===== src/rtl/rv_muldiv_unit_if.sv =====
// Request/response bundle for the iterative M-extension unit.
// master drives requests and the result handshake, slave is the unit.
interface rv_muldiv_unit_if #(
  parameter int XLEN = 32
);
  logic            valid_in;
  logic            ready_out;
  logic [XLEN-1:0] op_1_in;
  logic [XLEN-1:0] op_2_in;
  logic [2:0]      funct3_in;
  logic            kill_in;
  logic            valid_out;
  logic            ready_in;
  logic [XLEN-1:0] result_out;

  modport master (
    output valid_in,
    output op_1_in,
    output op_2_in,
    output funct3_in,
    output kill_in,
    output ready_in,
    input  ready_out,
    input  valid_out,
    input  result_out
  );

  modport slave (
    input  valid_in,
    input  op_1_in,
    input  op_2_in,
    input  funct3_in,
    input  kill_in,
    input  ready_in,
    output ready_out,
    output valid_out,
    output result_out
  );
endinterface


===== src/rtl/rv_muldiv_unit.sv =====
// Iterative RV32/64 M-extension unit: radix-2 shift-add multiply and
// restoring divide on magnitudes, sign fix-up in a final cycle.
module rv_muldiv_unit #(
  parameter int XLEN = 32
) (
  input  logic            clk_in,
  input  logic            rst_in,
  rv_muldiv_unit_if.slave bus
);
  localparam int CW = $clog2(XLEN + 1);
  localparam logic [CW-1:0] CNT_INIT = CW'(XLEN);
  localparam logic [CW-1:0] CNT_LAST = CW'(1);
  localparam logic [XLEN-1:0] MIN_NEG =
    {1'b1, {(XLEN-1){1'b0}}};

  localparam logic [1:0] IDLE = 2'd0;
  localparam logic [1:0] CALC = 2'd1;
  localparam logic [1:0] FIX  = 2'd2;
  localparam logic [1:0] DONE = 2'd3;

  localparam logic [2:0] F_MUL    = 3'b000;
  localparam logic [2:0] F_MULH   = 3'b001;
  localparam logic [2:0] F_MULHSU = 3'b010;
  localparam logic [2:0] F_DIV    = 3'b100;
  localparam logic [2:0] F_REM    = 3'b110;

  logic [1:0]      state;
  logic [CW-1:0]   cnt;
  logic [2:0]      fn;
  logic            neg;
  logic [XLEN-1:0] hi;
  logic [XLEN-1:0] lo;
  logic [XLEN-1:0] b;
  logic [XLEN-1:0] res;

  logic            accept;
  logic            sgn_1;
  logic            sgn_2;
  logic            neg_1;
  logic            neg_2;
  logic            neg_in;
  logic [XLEN-1:0] mag_1;
  logic [XLEN-1:0] mag_2;
  logic            div_zero;
  logic            div_ovf;
  logic            fast;
  logic [XLEN-1:0] fast_res;

  logic [XLEN:0]     mul_sum;
  logic [XLEN:0]     div_sh;
  logic [XLEN:0]     div_diff;
  logic [2*XLEN-1:0] prod;
  logic [2*XLEN-1:0] prod_fix;
  logic [XLEN-1:0]   quo_fix;
  logic [XLEN-1:0]   rem_fix;
  logic              is_mul_lo;
  logic              is_mul_hi;
  logic              is_quo;
  logic              is_rem;
  logic [XLEN-1:0]   fix_res;

  assign accept = bus.valid_in & (state == IDLE) & ~bus.kill_in;

  always_comb begin
    sgn_1 = 1'b0;
    sgn_2 = 1'b0;
    unique case (bus.funct3_in)
      F_MULH, F_DIV, F_REM: begin
        sgn_1 = 1'b1;
        sgn_2 = 1'b1;
      end
      F_MULHSU: sgn_1 = 1'b1;
      default: ;
    endcase
  end

  assign neg_1 = sgn_1 & bus.op_1_in[XLEN-1];
  assign neg_2 = sgn_2 & bus.op_2_in[XLEN-1];
  // MIN_NEG negates to itself, which is already its unsigned magnitude
  assign mag_1 = neg_1 ? -bus.op_1_in : bus.op_1_in;
  assign mag_2 = neg_2 ? -bus.op_2_in : bus.op_2_in;
  assign neg_in = (bus.funct3_in == F_REM) ? neg_1
                                           : (neg_1 ^ neg_2);

  assign div_zero = bus.funct3_in[2] & (bus.op_2_in == '0);
  assign div_ovf  = bus.funct3_in[2] & ~bus.funct3_in[0] &
                    (bus.op_1_in == MIN_NEG) &
                    (bus.op_2_in == '1);
  assign fast = div_zero | div_ovf;

  always_comb begin
    fast_res = '0;
    if (div_zero) begin
      fast_res = bus.funct3_in[1] ? bus.op_1_in : '1;
    end else begin
      fast_res = bus.funct3_in[1] ? '0 : bus.op_1_in;
    end
  end

  // hi:lo is the product (mul) or remainder:quotient (div)
  assign mul_sum  = {1'b0, hi} + (lo[0] ? {1'b0, b} : '0);
  assign div_sh   = {hi, lo[XLEN-1]};
  assign div_diff = div_sh - {1'b0, b};

  assign prod     = {hi, lo};
  assign prod_fix = neg ? -prod : prod;
  assign quo_fix  = neg ? -lo : lo;
  assign rem_fix  = neg ? -hi : hi;

  assign is_mul_lo = (fn == F_MUL);
  assign is_mul_hi = ~fn[2] & (|fn[1:0]);
  assign is_quo    = fn[2] & ~fn[1];
  assign is_rem    = fn[2] & fn[1];

  always_comb begin
    fix_res = '0;
    unique case (1'b1)
      is_mul_lo: fix_res = prod_fix[XLEN-1:0];
      is_mul_hi: fix_res = prod_fix[2*XLEN-1:XLEN];
      is_quo:    fix_res = quo_fix;
      is_rem:    fix_res = rem_fix;
      default:   fix_res = '0;
    endcase
  end

  always_ff @(posedge clk_in or posedge rst_in) begin
    if (rst_in) begin
      state <= IDLE;
      cnt   <= '0;
      fn    <= '0;
      neg   <= 1'b0;
      hi    <= '0;
      lo    <= '0;
      b     <= '0;
      res   <= '0;
    end else if (bus.kill_in) begin
      state <= IDLE;
      cnt   <= '0;
    end else begin
      unique case (state)
        IDLE: begin
          if (accept) begin
            fn  <= bus.funct3_in;
            neg <= neg_in;
            hi  <= '0;
            lo  <= mag_1;
            b   <= mag_2;
            if (fast) begin
              res   <= fast_res;
              state <= DONE;
            end else begin
              cnt   <= CNT_INIT;
              state <= CALC;
            end
          end
        end
        CALC: begin
          if (fn[2]) begin
            lo <= {lo[XLEN-2:0], ~div_diff[XLEN]};
            hi <= div_diff[XLEN] ? div_sh[XLEN-1:0]
                                 : div_diff[XLEN-1:0];
          end else begin
            hi <= mul_sum[XLEN:1];
            lo <= {mul_sum[0], lo[XLEN-1:1]};
          end
          cnt <= cnt - CNT_LAST;
          if (cnt == CNT_LAST) begin
            state <= FIX;
          end
        end
        FIX: begin
          res   <= fix_res;
          state <= DONE;
        end
        DONE: begin
          if (bus.ready_in) begin
            state <= IDLE;
          end
        end
        default: state <= IDLE;
      endcase
    end
  end

  assign bus.ready_out  = (state == IDLE);
  assign bus.valid_out  = (state == DONE);
  assign bus.result_out = (state == DONE) ? res : '0;
endmodule


===== src/flat_wrapper.sv =====
// flat-port wrapper written by rule: the top's interface ports become plain ports
module rv_muldiv_unit_flat 
#(
  parameter int XLEN = 32
)
  (clk_in, rst_in, bus_valid_in, bus_op_1_in, bus_op_2_in, bus_funct3_in, bus_kill_in, bus_ready_in, bus_ready_out, bus_valid_out, bus_result_out);
  rv_muldiv_unit_if #(.XLEN(XLEN)) bus_i ();
  input  logic clk_in;
  input  logic rst_in;
  input wire logic [$bits(bus_i.valid_in)-1:0] bus_valid_in;
  input wire logic [$bits(bus_i.op_1_in)-1:0] bus_op_1_in;
  input wire logic [$bits(bus_i.op_2_in)-1:0] bus_op_2_in;
  input wire logic [$bits(bus_i.funct3_in)-1:0] bus_funct3_in;
  input wire logic [$bits(bus_i.kill_in)-1:0] bus_kill_in;
  input wire logic [$bits(bus_i.ready_in)-1:0] bus_ready_in;
  output wire logic [$bits(bus_i.ready_out)-1:0] bus_ready_out;
  output wire logic [$bits(bus_i.valid_out)-1:0] bus_valid_out;
  output wire logic [$bits(bus_i.result_out)-1:0] bus_result_out;
  assign bus_i.valid_in = bus_valid_in;
  assign bus_i.op_1_in = bus_op_1_in;
  assign bus_i.op_2_in = bus_op_2_in;
  assign bus_i.funct3_in = bus_funct3_in;
  assign bus_i.kill_in = bus_kill_in;
  assign bus_i.ready_in = bus_ready_in;
  assign bus_ready_out = bus_i.ready_out;
  assign bus_valid_out = bus_i.valid_out;
  assign bus_result_out = bus_i.result_out;
  rv_muldiv_unit #(.XLEN(XLEN)) u_core (.clk_in(clk_in), .rst_in(rst_in), .bus(bus_i));
endmodule

===== config.mk =====
export PLATFORM = sky130hd
export DESIGN_NAME = rv_muldiv_unit_flat
export DESIGN_NICKNAME = d
export VERILOG_FILES = /design/src/rtl/rv_muldiv_unit_if.sv /design/src/rtl/rv_muldiv_unit.sv /design/src/flat_wrapper.sv
export SDC_FILE = /design/constraint.sdc
export NUM_CORES = 1
export LEC_CHECK = 0
export CORE_MARGIN = 1
export CORE_UTILIZATION = 53
export DETAILED_ROUTE_END_ITERATION = 8
export PLACE_DENSITY = 0.82
export SYNTH_ARGS = -nofsm -noshare
export SYNTH_HDL_FRONTEND = slang
export SYNTH_SLANG_ARGS = --single-unit

===== constraint.sdc =====
create_clock -name clk_in -period 5.17 [get_ports clk_in]
set_clock_uncertainty 0.1 [all_clocks]
set_input_delay 0.7755 -clock clk_in [delete_from_list [all_inputs] [get_ports clk_in]]
set_output_delay 0.7755 -clock clk_in [all_outputs]
set_load 0.01 [all_outputs]

==> results.sh <==
export IMPL_wl_per_cell_um=20.42
export IMPL_hold_viol=0
export IMPL_pin_count=106
export IMPL_die_h_um=168.9
export IMPL_synthToLayoutAreaGrowth_pct=11.76
export IMPL_syn_inst=1971
export IMPL_clkTransAtPathRegs_ps=70
export IMPL_sw_frac_of_total=0.5371
export IMPL_post_cts_resized=0
export IMPL_viasPerCell=6.482
export IMPL_cts_hold_buf=0
export IMPL_die_x_um=168.9
export IMPL_clock_fmax_mhz=232.7
export IMPL_core_rowCount=60
export IMPL_dr_first_iter_drc_count=2124
export IMPL_end_kind="register"
export IMPL_synthDistinctLibCells=80
export IMPL_critPathArrivalTime_ps=4570
export IMPL_postSynth_asyncResetShare=1.000
export IMPL_antenna_found_initial=0
export IMPL_overflow=0
export IMPL_comb_power_share=0.658
export IMPL_setup_slack_ps=873.1
export IMPL_grt_usage=0.3409
export IMPL_status="finished, final reports clean"
export IMPL_period_share=0.8311
export IMPL_synth_area_sq_um=14760
export IMPL_portBuffers=105
export IMPL_design_area_sq_um=16500
export IMPL_detail_route_antenna_nets=0
export IMPL_synth_edf_count=0
export IMPL_tightest_slew_ps=1070
export IMPL_post_route_util=0.6072
export IMPL_finalSetupViolCount=0
export IMPL_relSlewSlack=0.2849
export IMPL_hold_class="register to register"
export IMPL_clk_path_buf_depth=2
export IMPL_ys_seq_area_frac=0.2373
export IMPL_htree_levels=4
export IMPL_path_max_fanout=64
export IMPL_coreArea_sq_um=27180
export IMPL_cts_setup_buffers=0
export IMPL_clock_sinks=140
export IMPL_maxCapViolCount=0
export IMPL_irDropWorstVdd_mv=0.3492
export IMPL_avgSynthCellArea_sq_um=7.491
export IMPL_ys_seq_elements=140
export IMPL_synth_nets=2120
export IMPL_synth_ff_type="dfrtp_1"
export IMPL_grt_pass1_wl_mm=76.62
export IMPL_ys_warn_count=0
export IMPL_initial_core_util=0.5433
export IMPL_power_frac_seq=0.225
export IMPL_gp_congestion=0.9997
export IMPL_place_ws_ps=505.2
export IMPL_power_density_nw_per_um2=649.7
export IMPL_final_nets=2129
export IMPL_grt_pass1_vias=13980
export IMPL_min_period_ps=4297
export IMPL_insertion_delay_ps=450
export IMPL_start_kind="input port"
export IMPL_cts_tree="yes"
export IMPL_wirelength_mm=48.31
export IMPL_drive_above_1_share=0.04867
export IMPL_drt_pass1_iter_count=7
export IMPL_antenna_cells=0
export IMPL_cts_buffers=17
export IMPL_rsz0062_at_grt="no"
export IMPL_dieArea_sq_um=28530
export IMPL_cts_root_buf="clkbuf_16"
export IMPL_crit_type="input port to register"
export IMPL_p_int_uw=4963
export IMPL_tns_ps=0
export IMPL_cp_required_ps=5440
export IMPL_cellLeakagePower_uw=0.006974
export IMPL_place_area_sq_um=15930
export IMPL_netSwitchingPower_uw=5758
export IMPL_grt_max_degree=73
export IMPL_hold_ws_ps=371.9
export IMPL_detailed_place_hpwl_mm=35.92
export IMPL_drc=0
export IMPL_num_vias=15330
export IMPL_power_share_clock=0.118
export IMPL_final_max_slew_viol_count=0
layer usage:
layer,share of wire,up-vias,track usage
met5,0,-,0
met4,0.034,0,0.1130
met3,0.13,129,0.07669
met1,0.42,7136,0.4833
met2,0.42,956,0.5093
li1,-,7110,-
metrics by stage:
step                total power [uW]  instances
CTS                            10430       2365
detailed placement              9133       2333
global placement                8977       2333
floorplan                       7335       1971
global route                   11460       2365
finish                         10720       2365
power by group through the flow:
stage	Sequential [uW]	Combinational [uW]	Clock (uW)
floorplan	1900	5430	0
global placement	2350	6630	0
detailed placement	2370	6760	0
CTS	2350	6820	1260
global route	2450	7700	1310
finish	2410	7050	1260
state kept, by name, summed over array words and instances (netlist names):
name          flops
u_core.b         32
u_core.cnt        6
u_core.fn         3
u_core.hi        32
u_core.lo        32
u_core.neg        1
u_core.res       32
u_core.state      2
worst max-delay path, cell delays in order:
cell,delay (ps)
clkdlybuf4s50_1,520
or4_4,600
nor4_2,420
nand4bb_2,270
nor4_2,460
a31oi_1,170
and2_1,220
a211o_2,670
a211oi_1,320
a21o_1,110
placed cells by master (no fill, tap or decap), types with 14 or more instances in the layout:
cell / synthesis / final
a211oi_1: 23 / 23
dfrtp_1: 140 / 138
o41ai_1: 14 / 14
a31oi_1: 19 / 19
a21oi_1: 110 / 110
or2_2: 14 / 15
o22ai_1: 23 / 23
or4_1: 20 / 20
nand4_1: 17 / 17
xor2_1: 92 / 92
o211ai_1: 16 / 16
o21ai_0: 224 / 224
clkbuf_16: 0 / 17
ha_1: 75 / 73
clkdlybuf4s50_1: 0 / 105
a21o_1: 32 / 31
nand2b_1: 18 / 18
or3_1: 27 / 27
buf_4: 0 / 24
and2_1: 46 / 46
nor2b_1: 16 / 16
a22oi_1: 16 / 16
nor3_1: 30 / 30
nor2_1: 155 / 155
o31ai_1: 37 / 37
maj3_1: 25 / 25
mux2i_1: 54 / 54
inv_1: 67 / 66
xnor2_1: 85 / 85
o221ai_1: 28 / 28
nand2_1: 251 / 251
nand3_1: 28 / 28
Yosys cell counts, types with 37 or more instances:
library cell | count | area share
nand2_1 | 251 | 0.064
dfrtp_1 | 140 | 0.24
and2_1 | 46 | 0.019
xnor2_1 | 85 | 0.050
nor2_1 | 155 | 0.039
xor2_1 | 92 | 0.055
a21oi_1 | 110 | 0.037
inv_1 | 67 | 0.017
clkbuf_1 | 119 | 0.030
ha_1 | 75 | 0.064
o21ai_0 | 224 | 0.076
o31ai_1 | 37 | 0.019
mux2i_1 | 54 | 0.037
cell families (layout without fill, tap and decap cells):
logic type,count (synthesis),in the layout,share of synthesized area
adders and majority gates,102,102,0.08322
DFF,140,140,0.2373
xor gates and xnor gates,177,177,0.1050
muxes,57,57,0.03890
and+or+nand+nor,671,671,0.2189
AOI/OAI and AO/OA,617,617,0.2616
buffers and inverters,207,229,0.05508
worst paths after layout:
kind | startpoint | to | slack [ps] | depth (start not counted)
max in group asynchronous | rst_in | u_core.neg | 3290 | 3
max | bus_op_1_in[5] | u_core.res[26] | 870 | 10
min reg2reg | u_core.res[18] | u_core.res[18] | 370 | 2
max reg2reg | u_core.lo[0] | u_core.hi[31] | 940 | 13
min in group asynchronous | rst_in | u_core.hi[23] | 700 | 2
min | u_core.res[18] | u_core.res[18] | 370 | 2
final cells by class:
type                            count  area [sq um]
Clock buffer                       17         425.4
Inverter                           68         260.3
Timing Repair Buffer              129          1231
Fill cell                        2511         10680
Tap cell                          372         465.4
Clock inverter                     15         150.1
Sequential cell                   140          3506
Multi-Input combinational cell   1624         10460
No activity file was read; power rests on OpenSTA's default activity.
